**config.mk**
```make
export PLATFORM = sky130hd
export DESIGN_NAME = hall_call_register
export DESIGN_NICKNAME = d
export VERILOG_FILES = /design/src/rtl/hall_call_register.sv
export SDC_FILE = /design/constraint.sdc
export NUM_CORES = 1
export LEC_CHECK = 0
export CAP_MARGIN = 20
export CORE_MARGIN = 4
export CORE_UTILIZATION = 42
export CTS_BUF_LIST = sky130_fd_sc_hd__clkbuf_2 sky130_fd_sc_hd__clkbuf_4 sky130_fd_sc_hd__clkbuf_8
export CTS_CLUSTER_DIAMETER = 100
export CTS_CLUSTER_SIZE = 16
export DETAILED_ROUTE_END_ITERATION = 10
export PLACE_DENSITY = 0.89
export SLEW_MARGIN = 20
export SYNTH_ARGS = -nofsm -noshare
export SYNTH_HDL_FRONTEND = slang
export SYNTH_SLANG_ARGS = --single-unit
```
**constraint.sdc**
```tcl
create_clock -name clk -period 2.75 [get_ports clk]
set_clock_uncertainty 0.15 [all_clocks]
set_input_delay 0.4125 -clock clk [delete_from_list [all_inputs] [get_ports clk]]
set_output_delay 0.4125 -clock clk [all_outputs]
set_load 0.005 [all_outputs]
```
**src/rtl/hall_call_register.sv**
```systemverilog
// Hall-call latch bank: edge-detects raw hall buttons, holds requests until served, reports count/oldest.
// Optional per-call age tracking is enabled by defining HALL_CALL_AGE_EN.
module hall_call_register #(
  parameter int unsigned AGE_W = 4
) (
  input  logic       clk,
  input  logic       reset_n,
  input  logic [2:0] hall_up_raw,
  input  logic [2:0] hall_down_raw,
  input  logic [2:0] position,
  input  logic       open,
  input  logic [1:0] direction,
  output logic [2:0] button_up,
  output logic [2:0] button_down,
  output logic [2:0] pending_count,
  output logic       oldest_valid,
  output logic [2:0] oldest_idx
);

  // Slots 0..2 are up[0..2], slots 3..5 are down[0..2].
  logic [5:0] raw;
  logic [5:0] prev_q;
  logic [5:0] latch_q, latch_d;
  logic [5:0] press;
  logic [5:0] clr;
  logic       dir_up, dir_dn;

  function automatic logic [2:0] slot_pos(input int s);
    if (s < 3) return 3'(2 * s);
    else       return 3'(2 * (s - 2));
  endfunction

  assign raw    = {hall_down_raw, hall_up_raw};
  assign dir_up = (direction == 2'b01);
  assign dir_dn = (direction == 2'b10);
  assign press  = raw & ~prev_q;

  always_comb begin
    clr = '0;
    for (int s = 0; s < 6; s++) begin
      if (open && !position[0] && position == slot_pos(s)) begin
        clr[s] = (s < 3) ? !dir_dn : !dir_up;
      end
    end
    // Clear wins over a same-cycle press.
    latch_d = (latch_q | press) & ~clr;
  end

  always_ff @(posedge clk or negedge reset_n) begin
    if (!reset_n) begin
      prev_q  <= '0;
      latch_q <= '0;
    end else begin
      prev_q  <= raw;
      latch_q <= latch_d;
    end
  end

  assign button_up   = latch_q[2:0];
  assign button_down = latch_q[5:3];

  always_comb begin
    pending_count = '0;
    for (int s = 0; s < 6; s++) begin
      pending_count = pending_count + 3'(latch_q[s]);
    end
  end

`ifdef HALL_CALL_AGE_EN
  localparam logic [AGE_W-1:0] AgeMax = '1;

  logic [AGE_W-1:0] age_q [6];
  logic [AGE_W-1:0] age_d [6];
  logic [AGE_W-1:0] best_age;

  always_comb begin
    for (int s = 0; s < 6; s++) begin
      age_d[s] = '0;
      // Count only while the call survives this edge; a fresh set starts at zero.
      if (latch_q[s] && latch_d[s]) begin
        age_d[s] = (age_q[s] == AgeMax) ? age_q[s] : age_q[s] + AGE_W'(1);
      end
    end
  end

  always_ff @(posedge clk or negedge reset_n) begin
    if (!reset_n) begin
      for (int s = 0; s < 6; s++) age_q[s] <= '0;
    end else begin
      for (int s = 0; s < 6; s++) age_q[s] <= age_d[s];
    end
  end

  always_comb begin
    oldest_valid = 1'b0;
    oldest_idx   = '0;
    best_age     = '0;
    for (int s = 0; s < 6; s++) begin
      // Strict compare keeps the lowest slot on ties.
      if (latch_q[s] && (!oldest_valid || age_q[s] > best_age)) begin
        oldest_valid = 1'b1;
        oldest_idx   = 3'(s);
        best_age     = age_q[s];
      end
    end
  end
`else
  always_comb begin
    oldest_valid = 1'b0;
    oldest_idx   = '0;
    for (int s = 0; s < 6; s++) begin
      if (latch_q[s] && !oldest_valid) begin
        oldest_valid = 1'b1;
        oldest_idx   = 3'(s);
      end
    end
  end
`endif

endmodule

```
==> flow_summary.json <==
{
  "status": "finished with violations",
  "violations": "negative setup slack",
  "dpl.hpwl_um": 1240,
  "power_uw": 484,
  "synth.yosys.warnings": 0,
  "pre_cts_ws_ns": -0.441,
  "clock_latency_ns": 0.26,
  "core_area_mm2": 0.00135,
  "max_slew_margin": 0.645,
  "synth_area_per_cell_um2": 10.4,
  "drc_errors": 0,
  "yosysTopAreaCell": "dfrtp_1",
  "rsz0062_at_grt": "true",
  "hold_path_class": "input pin to asynchronous set/reset pin",
  "end_kind": "primary output",
  "final_hold_viol_count": 0,
  "cts.clk_slew.worst_paths_ns": 0.07,
  "grt_usage": 0.154,
  "yosysSeqAreaShare": 0.482,
  "crit_arrival_ns": 2.46,
  "vias": 561,
  "cts_tree": "built",
  "gp_congestion": 0.792,
  "grt_pass1_vias": 569,
  "synth_fp_nets": 80,
  "antenna_found_initial": 0,
  "num_antenna_cells": 0,
  "fin_ws_ns": -0.271,
  "ys_seq_elements": 12,
  "r2r-start": "latch_q[1]",
  "timing.rr.end": "latch_q[1]",
  "htreeDepth": 1,
  "grt_max_degree": 13,
  "final_max_slew_viol_count": 0,
  "syn2layout_area_growth_pct": 58.2,
  "grt_pass1_wl_um": 2300,
  "n_fill_cell": 101,
  "avgRoutedWirePerCell_um": 12.5,
  "port_buffers": 26,
  "synth_cells": 60,
  "rrSetupSlack_ns": 1.73,
  "dieArea_mm2": 0.00216,
  "irDropWorstVdd_uv": 333,
  "viasPerCell": 4.96,
  "seq_area_um2": 300,
  "postCtsHoldBufs": 0,
  "p_leak_uw": 0.000477,
  "cp.required_ns": 2.19,
  "cts_buffers": 3,
  "period_minus_slack_ns": 3.02,
  "max-clock-path-buffers": 2,
  "start_kind": "flop",
  "drt-total-wl_um": 1410,
  "synthTopCellsByArea": "dfrtp_1 48%, fa_1 9.6%, inv_1 8.4%",
  "synth.cell_area_um2": 623,
  "drive_gt1_frac": 0.245,
  "final_nets": 120,
  "maxCapViolations": 0,
  "io_pins": 27,
  "synth_top_area_share": 0.482,
  "cts_root_buf": "clkbuf_4",
  "power.density_mw_per_mm2": 491,
  "fmax_mhz": 331,
  "gr-total-overflow": 0,
  "die_x_um": 46.5,
  "start_util": 0.462,
  "setup_viol_count_final": 2,
  "crit_type": "flop to primary output",
  "drt_iter0_drc": 4,
  "r2r_cells": 3,
  "worstPathMaxFanout": 2,
  "timing.final.crit_share": 1.10,
  "ant_nets": 0,
  "max_slew.worst_pin.slew_ns": 0.531,
  "yosysUniqueCellTypes": 18,
  "rows": 13,
  "cts_sinks": 12,
  "multiInputGateArea_um2": 269,
  "die_h_um": 46.5,
  "dr.pass1.iters": 4
}
kinds of logic (layout without fill, tap and decap cells):
| kind of cell | after synthesis | after routing | synth area share |
|---|---|---|---|
| fa+ha+maj | 6 | 6 | 0.157 |
| flops | 12 | 12 | 0.482 |
| simple gates | 12 | 12 | 0.116 |
| compound gates | 15 | 15 | 0.155 |
| buf+inv | 15 | 53 | 0.0904 |
worst max-delay path, stage by stage (launching register included):
cell	delay, ns
dfrtp_1	0.37
inv_2	0.05
fa_1	0.50
fa_1	0.50
inv_1	0.05
ha_2	0.16
fa_1	0.47
buf_2	0.10
registers in the layout, summed over array words and instances, names as in the netlist:
register  cells
latch_q       6
prev_q        6
how the worst max path moves through the flow:
stage	start	end	depth (start not counted)	slack, ns
after floorplan	latch_q[0]	pending_count[1]	6	0.08
after global placement	latch_q[0]	pending_count[1]	7	-0.34
after detailed placement	latch_q[0]	pending_count[1]	7	-0.44
after CTS	latch_q[3]	pending_count[1]	7	-0.31
after global routing	latch_q[0]	pending_count[1]	7	-0.33
final	latch_q[0]	pending_count[1]	7	-0.27
metal layers:
metal | up-vias | global-route usage | wire, um | part of all wire
met5 | - | 0 | 0 | 0
met4 | 0 | 0.0909 | 19 | 0.013
met3 | 2 | 0.0391 | 110 | 0.078
met2 | 21 | 0.272 | 752 | 0.53
met1 | 269 | 0.160 | 526 | 0.37
li1 | 269 | - | - | -
per-stage QoR:
step,hold slack [ns],util,instance area [um2],cells,setup TNS (ns)
2_1_floorplan,-0.0331,-,623,60,0
3_5_place_dp,0.434,0.713,962,109,-0.779
6_report,0.347,0.730,986,113,-0.458
3_3_place_gp,0.428,0.713,962,109,-0.521
4_1_cts,0.358,0.720,972,112,-0.523
5_1_grt,0.393,0.730,986,113,-0.592
report_power, final:
part / switching (uW) / internal (uW)
sequential: 8.32 / 190
combinational: 75.4 / 109
clock: 51.0 / 50.4
total: 135 / 349
cell usage in the layout (no fill, tap or decap):
cell type and instances:
nor2b_1 1, dfrtp_1 12, buf_4 9, inv_1 12
o21a_1 1, nor3b_2 1, a21o_1 1, nand3_1 1
clkbuf_4 3, nor2_1 4, fa_1 3, nand2b_1 2
clkdlybuf4s50_1 23, and3b_1 1, a31oi_1 4, buf_2 2
inv_2 3, nand2_1 1, a21oi_1 6, a21oi_2 3
and2_4 1, buf_6 1, ha_2 1, ha_1 2
cell usage after synthesis:
cell,n
fa_1,3
and2_4,1
nand3_1,1
and3b_1,1
o21a_1,1
nor3b_2,1
inv_1,14
nor2_1,4
a21oi_1,6
dfrtp_1,12
a21oi_2,3
inv_2,1
nand2b_1,2
a21o_1,1
a31oi_1,4
nand2_1,1
ha_1,3
nor2b_1,1
area by class of cell:
| class | count | area share |
|---|---|---|
| Clock buffer | 3 | 0.0228 |
| Inverter | 15 | 0.0571 |
| Multi-Input combinational cell | 33 | 0.273 |
| Sequential cell | 12 | 0.305 |
| Tap cell | 15 | 0.0190 |
| Timing Repair Buffer | 35 | 0.324 |
repair_timing:
action                     in CTS  in global routing
cloned                          0                  0
setup endpoints to repair       3                  3
gates resized for setup        15                  1
buffers inserted                0                  1
pin swaps                       2                  2
(Power assumes the default switching activity.)
